$ cat src/rtl/seq_1010_tx.sv
// Serial frame transmitter: 4-bit preamble, DATA_W payload bits MSB first, optional even parity.
// Define SEQ_1010_TX_PARITY_EN to append the parity bit (PAR state); default build omits it.
module seq_1010_tx #(
  parameter int         DATA_W   = 8,
  parameter logic [3:0] PREAMBLE = 4'b1010
) (
  input  logic              clk,
  input  logic              rst,
  input  logic [DATA_W-1:0] in_data,
  input  logic              in_valid,
  output logic              in_ready,
  output logic              out,
  output logic              out_valid,
  output logic              done
);

  localparam int CNT_W = $clog2(DATA_W + 1);

`ifdef SEQ_1010_TX_PARITY_EN
  typedef enum logic [1:0] {IDLE, PRE, DATA, PAR} state_t;
  logic par;
`else
  typedef enum logic [1:0] {IDLE, PRE, DATA} state_t;
`endif

  state_t            state;
  logic [DATA_W-1:0] sr;
  logic [CNT_W-1:0]  cnt;
  logic [1:0]        pidx;

  // done marks the final bit on out, which is exactly when the next word may enter.
  assign in_ready = !rst && (state == IDLE || done);

  always_ff @(posedge clk) begin
    if (rst) begin
      state     <= IDLE;
      sr        <= '0;
      cnt       <= '0;
      pidx      <= '0;
      out       <= 1'b0;
      out_valid <= 1'b0;
      done      <= 1'b0;
`ifdef SEQ_1010_TX_PARITY_EN
      par       <= 1'b0;
`endif
    end else if (state == IDLE || done) begin
      cnt  <= '0;
      pidx <= '0;
      done <= 1'b0;
      if (in_valid) begin
        state     <= PRE;
        sr        <= in_data;
        out       <= PREAMBLE[3];
        out_valid <= 1'b1;
`ifdef SEQ_1010_TX_PARITY_EN
        par       <= ^in_data;
`endif
      end else begin
        state     <= IDLE;
        out       <= 1'b0;
        out_valid <= 1'b0;
      end
    end else begin
      case (state)
        PRE: begin
          if (pidx == 2'd3) begin
            state <= DATA;
            out   <= sr[DATA_W-1];
            sr    <= sr << 1;
            cnt   <= CNT_W'(1);
`ifdef SEQ_1010_TX_PARITY_EN
            done  <= 1'b0;
`else
            done  <= (DATA_W == 1);
`endif
          end else begin
            pidx <= pidx + 2'd1;
            out  <= PREAMBLE[2'd2 - pidx];
          end
        end
        DATA: begin
`ifdef SEQ_1010_TX_PARITY_EN
          if (cnt == CNT_W'(DATA_W)) begin
            state <= PAR;
            out   <= par;
            done  <= 1'b1;
          end else begin
            out  <= sr[DATA_W-1];
            sr   <= sr << 1;
            cnt  <= cnt + CNT_W'(1);
            done <= 1'b0;
          end
`else
          out  <= sr[DATA_W-1];
          sr   <= sr << 1;
          cnt  <= cnt + CNT_W'(1);
          done <= (cnt == CNT_W'(DATA_W - 1));
`endif
        end
        default: begin
          state     <= IDLE;
          out       <= 1'b0;
          out_valid <= 1'b0;
          done      <= 1'b0;
        end
      endcase
    end
  end

endmodule
$ cat config.mk
export PLATFORM = sky130hd
export DESIGN_NAME = seq_1010_tx
export DESIGN_NICKNAME = d
export VERILOG_FILES = /design/src/rtl/seq_1010_tx.sv
export SDC_FILE = /design/constraint.sdc
export NUM_CORES = 1
export LEC_CHECK = 0
export ABC_AREA = 1
export CAP_MARGIN = 20
export CORE_MARGIN = 2
export CORE_UTILIZATION = 52
export DETAILED_ROUTE_END_ITERATION = 8
export HOLD_SLACK_MARGIN = 0.15
export PLACE_DENSITY = 0.82
export SLEW_MARGIN = 15
export SYNTH_ARGS = -nofsm -noshare
export SYNTH_HDL_FRONTEND = slang
export SYNTH_SLANG_ARGS = --single-unit
$ cat constraint.sdc
create_clock -name clk -period 1.97 [get_ports clk]
set_clock_uncertainty 0.15 [all_clocks]
set_input_delay 0.394 -clock clk [delete_from_list [all_inputs] [get_ports clk]]
set_output_delay 0.394 -clock clk [all_outputs]
set_load 0.05 [all_outputs]
=== Word-level counts from Yosys, hierarchy flattened ===
Index checks and enable logic that the tools add are counted.

* Register bits after elaboration: 19

* Bitwise operators: 1
* Magnitude comparators: 1
* Reductions and logical operators: 12
* $add $sub $neg: 3
* Mux-type cells: 20
* Equality and inequality tests: 9

{| class="wikitable"
|+ Operator list
! operator !! count
|-
| $mux W8 || 3
|-
| $pmux W8 S2 || 1
|-
| $mux W1 || 8
|-
| $pmux W4 S2 || 1
|-
| $ne A2 B2 Y1 const B || 3
|-
| $reduce_and A2 Y1 || 3
|-
| $add A4 B1 Y4 const B || 1
|-
| $eq A2 B2 Y1 const B || 2
|-
| $eq A4 B3 Y1 const B || 1
|-
| $mux W2 || 2
|-
| $mux W4 || 1
|-
| $pmux W1 S2 || 2
|-
| $pmux W2 S2 || 1
|-
| $reduce_or A2 Y1 || 2
|-
| $lt A2 B3 Y1 const B || 1
|-
| $ne A3 B3 Y1 const B || 1
|-
| $reduce_and A3 Y1 || 1
|-
| $reduce_bool A3 Y1 || 1
|-
| $add A2 B1 Y2 const B || 1
|-
| $bmux W1 S2 || 1
|-
| $eq A2 B1 Y1 const B || 1
|-
| $logic_not A2 Y1 || 1
|-
| $ne A2 B1 Y1 const B || 1
|-
| $reduce_bool A2 Y1 || 1
|-
| 5 further kinds || 5
|}

=== Depth between registers and ports, before layout ===
Gate-level depths: netlist (run 1).

* Depth after elaboration: 6
* Gate-level depth with buffers: 9

=== Worst setup path after synthesis (run 1) ===
No wires, ideal clock.

* Kind: register -> output
* From: register done
* To: output port in_ready
* Required time: 1426 ps
* Cell stages (with the launch flop): 4
* Arrival: 1596 ps
* Setup slack: -170 ps
* Buffers on the path: 1
* Cell sequence: dfxtp_1 -> nor2_4 -> buf_8 -> nor2_1

* Word-level cells in the longest chain between the ends: 2

{| class="wikitable"
|+ RTL lines
! what !! RTL line !! source
|-
| start: declaration || 14 || <nowiki>output logic done</nowiki>
|-
| start signal: assignment || 74 || <nowiki>done <= (DATA_W == 1);</nowiki>
|-
| start signal: assignment || 97 || <nowiki>done <= (cnt == CNT_W'(DATA_W - 1));</nowiki>
|-
| $logic_or A1 B1 Y1 || 32 || <nowiki>assign in_ready = !rst && (state == IDLE || done);</nowiki>
|-
| $logic_and A1 B1 Y1 || 32 ||
|-
| end: declaration || 11 || <nowiki>output logic in_ready,</nowiki>
|}

No other way between the ends.

=== Final worst setup path (run 1) ===
* From: register state[0]
* To: output port in_ready

* Word-level cells in the longest chain between the ends: 3

{| class="wikitable"
|+ RTL lines
! what !! RTL line !! source
|-
| start: declaration || 26 || <nowiki>state_t state;</nowiki>
|-
| start signal: assignment || 36 || <nowiki>state <= IDLE;</nowiki>
|-
| start signal: assignment || 51 || <nowiki>state <= PRE;</nowiki>
|-
| start signal: assignment || 59 || <nowiki>state <= IDLE;</nowiki>
|-
| $logic_not A2 Y1 || 32 ||
|-
| $logic_or A1 B1 Y1 || 32 ||
|-
| $logic_and A1 B1 Y1 || 32 ||
|}

No other way between the ends.

==> impl_metrics.csv, run 1 <==
group,metric,value,unit
route,viasPerCell,4.96,
power_and_ir_drop,vdd_drop_max,0.000446,V
yosys,syn_nets,167,
sta,tightest_slew,0.214,ns
final_layout,finalNetCount,186,
yosys,synth_area_leaders,"dfxtp_1 (36%), nand2_1 (16%), a21oi_1 (8.1%), ha_1 (7.2%), nand3_1 (6.7%)",
worst_hold_path,min_path_cells,2,
power_and_ir_drop,power_density,609,nW/um2
route,postRouteAntennaNets,0,
setup_path,regToRegStartpoint,"state[0]",
setup_path,crit_path_end_kind,"output pin",
yosys,synth-compound-area-share,0.0977,
setup_path,reg2reg_depth,9,
placed_design,place.detailed.hpwl,1.60,mm
route,first_iter_violations,19,
placed_design,gp_congestion,0.759,
floorplan,start_util,0.541,
route,routedWlPerCell,10.9,um
worst_hold_path,min_path_type,"flop to flop",
yosys,synth.top_cell.area_share,0.362,
setup_path,critical_path.startpoint_type,"flop",
sta,tns,0,ns
floorplan,die_h,48.9,um
setup_path,cp.required,1.43,ns
setup_path,path_max_fanout,3,
outcome,status,"complete, no violations",
sta,fin_crit_sh,0.956,
clock_network,cts_max_level,1,
final_layout,area_growth,18.7,%
yosys,synth-seq-area-share,0.362,
grt,grt_pass1_vias,920,
floorplan,die_w,48.9,um
clock_network,clock_path_buffers,2,
sta,fmax,531,MHz
route,drt_pass1_iterations,4,
yosys,syn_area,1050,um2
worst_hold_path,min_from,"pidx[1]",
yosys,synth_mux_area_frac,0,
yosys,synth.distinct_cells,18,
yosys,synthCells,150,
sta,period_needed,1.88,ns
yosys,synth_top_family_by_area,"simple AND/OR/NAND/NOR gates",
final_layout,final_core_util,0.642,
power_and_ir_drop,p_leak,0.575,nW
route,routed_wl,2.13,mm
clock_network,clkSlewWorstSetupHoldPaths,0.11,ns
setup_path,crit_path_start,"state[0]",
yosys,synthSimpleGateAreaFrac,0.361,
clock_network,root_buffer,"clkbuf_4",
clock_network,cts_tree,"yes",
sta,slew_headroom,0.856,
grt,antenna_found_initial,0,
grt,track_usage,0.201,
route,wl_met1,972,um
sta,hold_ws,0.332,ns
clock_network,cts_sinks,19,
floorplan,core,1940,um2
final_layout,fillers,175,
floorplan,rows,16,
placed_design,io_buffers,14,
sta,slew_viol_final,0,
yosys,ys_warn_count,0,
route,drc,0,
clock_network,clk_latency,0.30,ns
yosys,synthAdderAreaFrac,0.0715,
final_layout,layout-drive-gt1-share,0.149,
clock_network,cts_buffers,3,
final_layout,diodes,0,
sta,hold_viol,0,
grt,grt-ovfl-total,0,
sta,rsz0062_at_grt,"no",
yosys,synth-seq-cells,19,
yosys,synth_xor_xnor_area_share,0,
setup_path,path_class,"flop to output pin",
yosys,synth_area_leader_cell,"dfxtp_1",
route,vias,968,
floorplan,pin_count,15,
route,top_layer,"met4",
grt,grt_start_max_net_pins,19,
yosys,syn_avg_cell_area,7.00,um2
route,dr_wl_met3,57,um
flow_run,drv_cap,0,
grt,grt_pass1_wl,3.77,mm
sta,finalSetupViolations,0,
setup_path,critPathArrivalTime,1.34,ns
power_and_ir_drop,finalPower,758,uW
route,met2_length,1.07,mm
floorplan,die-area,2390,um2
[area by class of cell]
class | count | area, um2 | share of cell area
clock buffer | 3 | 22.5 | 0.0181
clock inverter | 1 | 5.00 | 0.00402
inverter | 20 | 75.1 | 0.0602
multi-input combinational | 108 | 562 | 0.451
sequential | 19 | 383 | 0.307
tap | 27 | 33.8 | 0.0271
timing repair buffer | 17 | 165 | 0.133
[kinds of logic (layout without fill, tap and decap cells)]
group	after synthesis	after routing
AO/OA/AOI/OAI	20	20
buffers and inverters	23	41
adder cells (fa/ha/maj)	6	6
flip-flops	19	19
AND/OR/NAND/NOR	82	82
[worst paths after layout]
check	to	slack, ns
worst max-delay path	in_ready	0.09
worst min-delay path	pidx[1]	0.33
worst max register to register	cnt[0]	0.29
worst min register to register	pidx[1]	0.33
[placed cells by master (no fill, tap or decap), drive strengths merged]
master	count
clkbuf	3
o31ai	1
clkinv	1
buf	7
inv	20
o21ai	2
a21oi	17
nand3b	1
nand3	15
nand2	49
clkdlybuf4s50	10
ha	6
nor2	16
nor3	1
dfxtp	19
[stage by stage]
stage / area (um2) / cells / setup slack (ns)
after global placement: 1210 / 190 / 0.198
final: 1250 / 195 / 0.0874
after floorplan: 1050 / 150 / 0.0644
after detailed placement: 1210 / 190 / 0.150
after CTS: 1240 / 195 / 0.0406
after global routing: 1250 / 195 / 0.0108
[synth_stat cells]
master	count
nand2_1	44
dfxtp_1	19
nand2_2	2
nor2_4	1
o21ai_0	2
nand3b_1	1
nand3_4	1
buf_6	2
o31ai_1	1
nor2_1	15
nor3_1	1
inv_2	3
buf_8	1
inv_1	17
ha_1	6
nand3_1	14
nand2_4	3
a21oi_1	17
[repair_timing]
action,4_1_cts,5_1_grt
setup endpoints to repair,1,1
resized for setup,0,3
pin swaps,1,0
hold buffers,0,0
setup buffers,1,0
[sequential cells by signal, indices dropped and copies added (netlist names)]
register   flops
cnt            4
out_valid      1
out            1
sr             8
done           1
pidx           2
state          2
[where the power goes]
| part | internal (mW) | leakage [nW] | switching [mW] |
|---|---|---|---|
| Combinational | 0.0631 | 0.401 | 0.0842 |
| Clock | 0.0756 | 0.0177 | 0.123 |
| Sequential | 0.403 | 0.156 | 0.00948 |
[worst max-delay path: stages, from the launching register on]
cell,delay (ns)
dfxtp_2,0.35
inv_1,0.10
ha_2,0.23
nor2_4,0.06
nor2_2,0.14
buf_12,0.16
[per-layer routing]
layer / vias to the layer above / global-route usage
met5: - / 0
met2: 13 / 0.361
li1: 509 / -
met4: 0 / 0.0905
met1: 444 / 0.234
met3: 2 / 0.0307
Note: power is estimated with default switching activity, not from simulation.
==> inputs of run 2 (changes only) <==
--- a/config.mk
+++ b/config.mk
@@ -11,6 +11,7 @@
 export CORE_UTILIZATION = 52
 export DETAILED_ROUTE_END_ITERATION = 8
 export HOLD_SLACK_MARGIN = 0.15
+export MAX_ROUTING_LAYER = met4
 export PLACE_DENSITY = 0.82
 export SLEW_MARGIN = 15
 export SYNTH_ARGS = -nofsm -noshare
==> impl_metrics.csv, run 2 (synthesized netlist as in run 1, its figures left out) <==
group,metric,value,unit
grt,grt-ovfl-total,0,
route,top_layer,"met4",
final_layout,largest-register,"sr",
setup_path,critical_path.startpoint_type,"flop",
route,drc,0,
clock_network,clk_latency,0.30,ns
route,first_iter_violations,19,
floorplan,rows,16,
power_and_ir_drop,power_density,609,nW/um2
floorplan,die-area,2390,um2
grt,grt_pass1_wl,3.78,mm
sta,slew_viol_final,0,
floorplan,core,1940,um2
sta,hold_ws,0.332,ns
setup_path,critPathArrivalTime,1.34,ns
setup_path,crit_path_end_kind,"output pin",
flow_run,drv_cap,0,
sta,finalSetupViolations,0,
worst_hold_path,min_path_type,"flop to flop",
final_layout,finalNetCount,186,
route,vias,968,
route,drt_pass1_iterations,4,
route,wl_met1,972,um
grt,grt_start_max_net_pins,19,
sta,fin_crit_sh,0.956,
floorplan,start_util,0.541,
setup_path,regToRegStartpoint,"state[0]",
clock_network,hold_buffers,0,
clock_network,cts_sinks,19,
power_and_ir_drop,vdd_drop_max,0.000446,V
final_layout,mostFrequentLayoutCell,"nand2_1",
route,postRouteAntennaNets,0,
grt,antenna_found_initial,0,
final_layout,fin_cells,195,
clock_network,cts_max_level,1,
clock_network,cts_tree,"yes",
placed_design,place_area,1210,um2
route,routedWlPerCell,10.9,um
sta,fmax,531,MHz
power_and_ir_drop,p_leak,0.575,nW
clock_network,clock_path_buffers,2,
clock_network,root_buffer,"clkbuf_4",
final_layout,area_growth,18.7,%
floorplan,die_w,48.9,um
sta,hold_viol,0,
placed_design,io_buffers,14,
placed_design,place_ws,0.150,ns
grt,grt_pass1_vias,920,
final_layout,diodes,0,
outcome,status,"complete, no violations",
sta,period_needed,1.88,ns
sta,tns,0,ns
floorplan,pin_count,15,
route,routed_wl,2.13,mm
floorplan,die_h,48.9,um
sta,tightest_slew,0.214,ns
setup_path,path_class,"flop to output pin",
final_layout,largest_reg_flops,8,
worst_hold_path,min_from,"pidx[1]",
sta,slew_headroom,0.856,
placed_design,place.detailed.hpwl,1.60,mm
sta,setup_ws,0.0873,ns
sta,rsz0062_at_grt,"no",
final_layout,final_core_util,0.642,
grt,track_usage,0.206,
route,met2_length,1.07,mm
placed_design,gp_congestion,0.769,
placed_design,placed_cells,190,
setup_path,path_max_fanout,3,
setup_path,cp.required,1.43,ns
setup_path,crit_path_start,"state[0]",
clock_network,cts_buffers,3,
power_and_ir_drop,finalPower,758,uW
final_layout,layout-drive-gt1-share,0.149,
route,viasPerCell,4.96,
final_layout,top_regs,"sr: 8 flops, cnt: 4 flops",
final_layout,final_cell_area,1250,um2
route,dr_wl_met3,57,um
final_layout,layout_common_cells,"nand2_1 (44), inv_1 (17), a21oi_1 (17), dfxtp_1 (17)",
clock_network,clkSlewWorstSetupHoldPaths,0.11,ns
## run 2: cell counts in the layout (fill, tap and decap cells not counted)
No cell type changed its count.
## run 2: path summary, 6_finish.rpt
check        cells past startpoint  slack, ns        to
min                              2       0.33   pidx[1]
min reg2reg                      2       0.33   pidx[1]
max                              5       0.09  in_ready
max reg2reg                      9       0.29    cnt[0]
## run 2: timing repair
item	in CTS	in global routing
resized for setup	0	3
setup endpoints to repair	1	1
buffers inserted	1	0
pin swaps	1	0
## run 2: cell type report
type                       instances  area, um2
fill                             175        696
sequential                        19        383
timing repair buffer              17        165
multi-input combinational        108        562
clock buffer                       3       22.5
tap                               27       33.8
inverter                          20       75.1
clock inverter                     1       5.00
## run 2: critical path: stages (launching register included)
cell and delay [ns]:
dfxtp_2 0.35, inv_1 0.10, ha_2 0.23, nor2_4 0.06
nor2_2 0.14, buf_12 0.16
## run 2: metal layers
| layer | track usage | up-vias |
|---|---|---|
| li1 | - | 509 |
| met1 | 0.234 | 444 |
| met2 | 0.361 | 13 |
| met3 | 0.0307 | 2 |
| met4 | 0.0905 | 0 |
| met5 | - | - |
## run 2: report_power, final
part	internal [mW]	total, mW	switching [mW]	leakage [nW]
sequential	0.403	0.412	0.00948	0.156
combinational	0.0631	0.147	0.0842	0.401
clock	0.0756	0.199	0.123	0.0177
total	0.541	0.758	0.217	0.575
